[src/rtl/uart_tx_arbiter.sv]
// uart_tx_arbiter
//   Shares one UART byte transmitter between NUM_REQ client blocks. Clients
//   offer one byte each on a valid/ready handshake. A round-robin pick chooses
//   the winner, and its byte is handed to the transmitter with a start request.
//   The arbiter then follows the transmitter busy flag through the frame and
//   holds off the next grant for GAP_CYCLES idle clocks.
//
// Ports
//   i_clk          system clock, rising edge
//   i_reset        synchronous active-high reset (also resets the transmitter)
//   i_req_valid    per-requester byte valid
//   i_req_data     packed bytes, requester k at [8k+7:8k]
//   o_req_ready    one-hot accept strobe (combinational, IDLE only)
//   o_tx_start     start request to the transmitter
//   o_tx_data      byte to the transmitter, stable outside IDLE
//   i_tx_busy      transmitter frame in progress
//   o_grant_id     index of the last accepted requester (zero-extended)
//   o_busy         high whenever the sequencer is not idle
//   o_err_timeout  one-cycle pulse when the transmitter never acknowledged start
//
// States
//   state    | meaning
//   ---------+-----------------------------------------------------------
//   ST_IDLE  | waiting for a valid byte; o_req_ready offered to the RR winner
//   ST_START | o_tx_start high until i_tx_busy rises or the timeout expires
//   ST_DRAIN | frame in flight, waiting for i_tx_busy to fall
//   ST_GAP   | enforced idle time before the next grant

module uart_tx_arbiter #(
  parameter int NUM_REQ       = 4,
  parameter int GAP_CYCLES    = 16,
  parameter int START_TIMEOUT = 65535,
  parameter int CNT_W         = 16
) (
  input  logic                 i_clk,
  input  logic                 i_reset,
  input  logic [NUM_REQ-1:0]   i_req_valid,
  input  logic [8*NUM_REQ-1:0] i_req_data,
  output logic [NUM_REQ-1:0]   o_req_ready,
  output logic                 o_tx_start,
  output logic [7:0]           o_tx_data,
  input  logic                 i_tx_busy,
  output logic [2:0]           o_grant_id,
  output logic                 o_busy,
  output logic                 o_err_timeout
);

  localparam int IDX_W = (NUM_REQ > 1) ? $clog2(NUM_REQ) : 1;

  localparam logic [CNT_W-1:0] TIMEOUT_LAST = CNT_W'(START_TIMEOUT - 1);
  // Only meaningful when GAP_CYCLES > 0; the GAP state is skipped otherwise.
  localparam logic [CNT_W-1:0] GAP_LAST     = CNT_W'(GAP_CYCLES - 1);

  typedef enum logic [1:0] {
    ST_IDLE  = 2'd0,
    ST_START = 2'd1,
    ST_DRAIN = 2'd2,
    ST_GAP   = 2'd3
  } state_t;

  state_t             state_q, state_d;
  logic [CNT_W-1:0]   cnt_q, cnt_d;
  logic [IDX_W-1:0]   last_q, last_d;
  logic [7:0]         data_q, data_d;
  logic [2:0]         grant_q, grant_d;
  logic               tx_start_q, tx_start_d;
  logic               busy_q, busy_d;
  logic               err_q, err_d;

  logic               win_found;
  logic [IDX_W-1:0]   win_idx;
  logic [7:0]         win_byte;
  int                 cand;

  // Round-robin search starting just after the last winner. Because the
  // search wraps through every index, the last winner is checked last, so a
  // requester that keeps valid high waits at most NUM_REQ-1 frames.
  always_comb begin
    win_found = 1'b0;
    win_idx   = last_q;
    cand      = 0;
    for (int i = 1; i <= NUM_REQ; i++) begin
      cand = int'(last_q) + i;
      if (cand >= NUM_REQ) begin
        cand = cand - NUM_REQ;
      end
      if (!win_found && i_req_valid[IDX_W'(cand)]) begin
        win_found = 1'b1;
        win_idx   = IDX_W'(cand);
      end
    end
  end

  always_comb begin
    win_byte = 8'h00;
    for (int k = 0; k < NUM_REQ; k++) begin
      if (win_idx == IDX_W'(k)) begin
        win_byte = i_req_data[8*k +: 8];
      end
    end
  end

  // Ready is held low while reset is asserted, because reset overrides any
  // transfer on that edge and the client must not see its byte as taken.
  always_comb begin
    o_req_ready = '0;
    if ((state_q == ST_IDLE) && win_found && !i_reset) begin
      o_req_ready[win_idx] = 1'b1;
    end
  end

  always_comb begin
    state_d = state_q;
    cnt_d   = cnt_q;
    last_d  = last_q;
    data_d  = data_q;
    grant_d = grant_q;
    err_d   = 1'b0;

    case (state_q)
      ST_IDLE: begin
        if (win_found) begin
          data_d  = win_byte;
          grant_d = 3'(win_idx);
          last_d  = win_idx;
          cnt_d   = '0;
          state_d = ST_START;
        end
      end

      ST_START: begin
        if (i_tx_busy) begin
          state_d = ST_DRAIN;
        end else if (cnt_q == TIMEOUT_LAST) begin
          // Transmitter never picked the byte up; drop it and report.
          err_d   = 1'b1;
          state_d = ST_IDLE;
        end else begin
          cnt_d = cnt_q + CNT_W'(1);
        end
      end

      ST_DRAIN: begin
        if (!i_tx_busy) begin
          cnt_d   = '0;
          state_d = (GAP_CYCLES == 0) ? ST_IDLE : ST_GAP;
        end
      end

      ST_GAP: begin
        cnt_d = cnt_q + CNT_W'(1);
        if (cnt_q == GAP_LAST) begin
          state_d = ST_IDLE;
        end
      end

      default: begin
        state_d = ST_IDLE;
      end
    endcase

    // Outputs are registered from the next state so they line up with it.
    tx_start_d = (state_d == ST_START);
    busy_d     = (state_d != ST_IDLE);
  end

  always_ff @(posedge i_clk) begin
    if (i_reset) begin
      state_q    <= ST_IDLE;
      cnt_q      <= '0;
      last_q     <= IDX_W'(NUM_REQ - 1);
      data_q     <= 8'h00;
      grant_q    <= 3'd0;
      tx_start_q <= 1'b0;
      busy_q     <= 1'b0;
      err_q      <= 1'b0;
    end else begin
      state_q    <= state_d;
      cnt_q      <= cnt_d;
      last_q     <= last_d;
      data_q     <= data_d;
      grant_q    <= grant_d;
      tx_start_q <= tx_start_d;
      busy_q     <= busy_d;
      err_q      <= err_d;
    end
  end

  assign o_tx_start    = tx_start_q;
  assign o_tx_data     = data_q;
  assign o_grant_id    = grant_q;
  assign o_busy        = busy_q;
  assign o_err_timeout = err_q;

endmodule

[config.mk]
export PLATFORM = sky130hd
export DESIGN_NAME = uart_tx_arbiter
export DESIGN_NICKNAME = d
export VERILOG_FILES = /design/src/rtl/uart_tx_arbiter.sv
export SDC_FILE = /design/constraint.sdc
export NUM_CORES = 1
export LEC_CHECK = 0
export BUFFER_PORTS_ARGS = -buffer_cell sky130_fd_sc_hd__buf_2
export CAP_MARGIN = 20
export CORE_AREA = 2 2 68 70
export CTS_CLUSTER_DIAMETER = 200
export DETAILED_ROUTE_END_ITERATION = 8
export DIE_AREA = 0 0 70 72
export HOLD_SLACK_MARGIN = 0.06
export PLACE_DENSITY = 0.75
export SETUP_SLACK_MARGIN = 0.02
export SYNTH_ARGS = -nofsm -noshare
export SYNTH_HDL_FRONTEND = slang
export SYNTH_SLANG_ARGS = --single-unit
[constraint.sdc]
create_clock -name i_clk -period 1.7 [get_ports i_clk]
set_input_delay 0.085 -clock i_clk [delete_from_list [all_inputs] [get_ports i_clk]]
set_output_delay 0.085 -clock i_clk [all_outputs]
set_load 0.01 [all_outputs]
==> metrics.yaml <==
drv_slew: 0
hold_path_depth: 3
synth_edf_count: 0
numCtsBuffers: 5
grt_pass1_vias: 2056
drc: 0
routed_via_density: 6.077
cap_violations: 0
fp-row-count: 24
grt_use_total_pct: 21.50
cp-start-kind: "flop"
ys_seq_elements: 33
synth_top_family_by_area: "simple AND/OR/NAND/NOR gates"
synthAdderAreaFrac_pct: 1.268
gp_congestion: 0.8357
ios: 57
routed_wl_mm: 6.004
detail-route-antenna-nets: 0
num_vias: 2297
cts_tree: "built"
post-route-util_pct: 66.23
r2r-end: "cnt_q[5]$_SDFFE_PP0P_"
status: "completed"
dieArea_mm2: 0.005040
rsz0062_at_grt: "yes"
drt-initial-drc-count: 141
final_cell_mix: "54 x buf_2, 33 x buf_4, 24 x dfxtp_1, 13 x a21oi_1, 13 x a211oi_1"
holdPathEnd: "o_tx_data[1]$_SDFFE_PP0N_"
top_usage_layer: "met2"
whs_ns: 0.1281
power.share.sequential_pct: 42.0
ys_types: 43
min-delay-path-class: "input port to flop"
synth_simple_gate_area_share_pct: 34.75
p_comb_share_pct: 30.2
cts_root_buf: "clkbuf_8"
synthArstFlopShare_pct: 0
wire_per_inst_um: 15.88
ys_seq_area_share_pct: 33.48
grt_max_degree: 33
mostFrequentLayoutCell: "buf_2"
p_clk_share_pct: 27.9
arrival_ns: 1.85
clk_latency_ns: 0.29
firstDrtPassIters: 4
swShare_pct: 31.84
cp-end-kind: "flop"
syn_inst: 241
finalClockSkew_ns: 0.001599
ys_warn_count: 0
r2r_cells: 6
synthXorXnorAreaFrac_pct: 0
power.density_mw_per_mm2: 733.3
final_nets: 366
required_ns: 1.91
fin_crit_ns: 1.640
path_class: "flop to flop"
avgSynthCellArea_um2: 8.187
synthMuxAreaShare_pct: 1.522
use_met2_pct: 40.32
grtUsageMet3_pct: 5.139
core_mm2: 0.004264
drive_above_1_share_pct: 44.48
hold_viol: 0
grt_first_pass_wirelength_mm: 8.901
period_share_pct: 96.48
antenna_found_initial: 0
dp_hpwl_mm: 3.818
fmax_mhz: 609.7
syn_to_final_growth_pct: 43.12
antenna_cells: 0
finalSetupViolCount: 0
netlist_area_mm2: 0.001973
ctsHtreeMaxLevel: 2
path_clk_slew_ns: 0.07
ir_drop_uv: 527.3
min_from: "i_req_data[17]"
initial_core_util_pct: 46.27
portBuffers: 55
die_y_um: 72
crit_fanout: 8
power.leakage_nw: 1.181
rrSetupSlack_ns: 0.06
clk_path_buf_depth: 2
p_int_mw: 1.411
synth_flop_cell: "dfxtp_1"
p_sw_uw: 659.2
syn_nets: 282
cts_sinks: 33
grt-ovfl-total: 0
synth_compound_area_share_pct: 23.02
use_met1_pct: 23.99
reg2reg_from: "cnt_q[7]$_SDFFE_PP0P_"
die_x_um: 70
==> flip-flops by register name, indices dropped and copies added (netlist names) <==
name,flops
cnt_q,16
o_err_timeout,1
o_busy,1
last_q,2
o_tx_start,1
o_tx_data,8
state_q,2
o_grant_id,2
==> worst max-delay path by stage <==
stage / start / to / slack (ns)
after floorplan: state_q[1]$_SDFF_PP0_ / cnt_q[12]$_SDFFE_PP0P_ / 0.06
after global placement: state_q[1]$_SDFF_PP0_ / cnt_q[3]$_SDFFE_PP0P_ / 0.04
after detailed placement: state_q[1]$_SDFF_PP0_ / cnt_q[11]$_SDFFE_PP0P_ / -0.03
after CTS: last_q[0]$_SDFFE_PP1N_ / o_req_ready[2] / 0.01
after global routing: last_q[0]$_SDFFE_PP1N_ / o_req_ready[3] / -0.03
final: cnt_q[7]$_SDFFE_PP0P_ / cnt_q[5]$_SDFFE_PP0P_ / 0.06
==> layout make-up <==
class | count | area, um2
clock buffer | 6 | 72.57
clock inverter | 2 | 10.01
fill | 356 | 1440
inverter | 4 | 15.01
multi-input combinational | 188 | 1384
sequential | 33 | 684.4
tap | 52 | 65.06
timing repair buffer | 93 | 593.1
==> cell usage after synthesis, types with 2 or more instances <==
master	number	area, um2
dfxtp_1	33	660.6
a21oi_1	16	80.08
o31ai_1	14	105.1
a211oi_1	13	97.59
and3_1	13	81.33
nand2_1	12	45.04
nor2_1	12	45.04
or4_1	12	90.09
nor3_1	10	50.05
clkbuf_1	9	33.78
nand4_1	9	56.30
nand3_1	7	35.03
and2_1	6	37.54
and4_1	6	52.55
nand3b_1	6	45.04
o21ai_0	6	30.03
buf_2	4	20.02
buf_4	4	30.03
inv_1	4	15.01
nand2b_1	4	25.02
nor4_1	4	25.02
o21bai_1	4	30.03
a2111oi_0	3	26.28
mux2i_1	3	30.03
nor2b_1	3	18.77
a21o_1	2	15.01
ha_1	2	25.02
o211ai_1	2	15.01
o21a_1	2	15.01
o31a_1	2	17.52
or3_1	2	12.51
==> power groups by stage <==
stage / combinational, mW / sequential [mW] / clock [mW]
floorplan: 0.286 / 0.892 / 0
global placement: 0.480 / 0.881 / 0
detailed placement: 0.491 / 0.883 / 0
CTS: 0.520 / 0.870 / 0.586
global route: 0.681 / 0.877 / 0.620
finish: 0.625 / 0.869 / 0.577
==> critical path, cell delays in order (launching register included) <==
cell     delay, ns
dfxtp_4       0.36
nand4_1       0.17
nor3_4        0.08
buf_4         0.13
and4_4        0.21
or4_4         0.47
a21oi_1       0.14
==> timing repair <==
action,in CTS,in global routing
hold endpoints to repair,2,0
buffers inserted,2,14
hold buffers,1,0
pin swaps,2,24
gates cloned,0,3
resized for setup,14,47
endpoints found under the setup margin,14,24
==> kinds of logic after synthesis <==
kind of cell    after synthesis
buf+inv                      23
other cells                   1
fa+ha+maj                     2
simple gates                112
compound gates               67
flops                        33
mux                           3
==> per-stage QoR <==
stage	setup TNS (ns)	cells	total power [mW]	setup WS (ns)	area (um2)
after floorplan	0	241	1.178	0.06051	1973
after global placement	0	350	1.361	0.04119	2385
after detailed placement	-0.1147	350	1.373	-0.02845	2385
after CTS	0	361	1.975	0.01399	2539
after global routing	-0.1348	378	2.177	-0.02896	2824
final	0	378	2.071	0.05980	2824
==> layer usage <==
metal  part of all wire [%]  routed length [um]  vias to the layer above
li1                       -                   -                     1110
met1                     41                2432                     1091
met2                     52                3126                       83
met3                    5.6                 338                       13
met4                    1.8                 106                        0
met5                      0                   0                        -
Note: power is estimated with default switching activity, not from simulation.
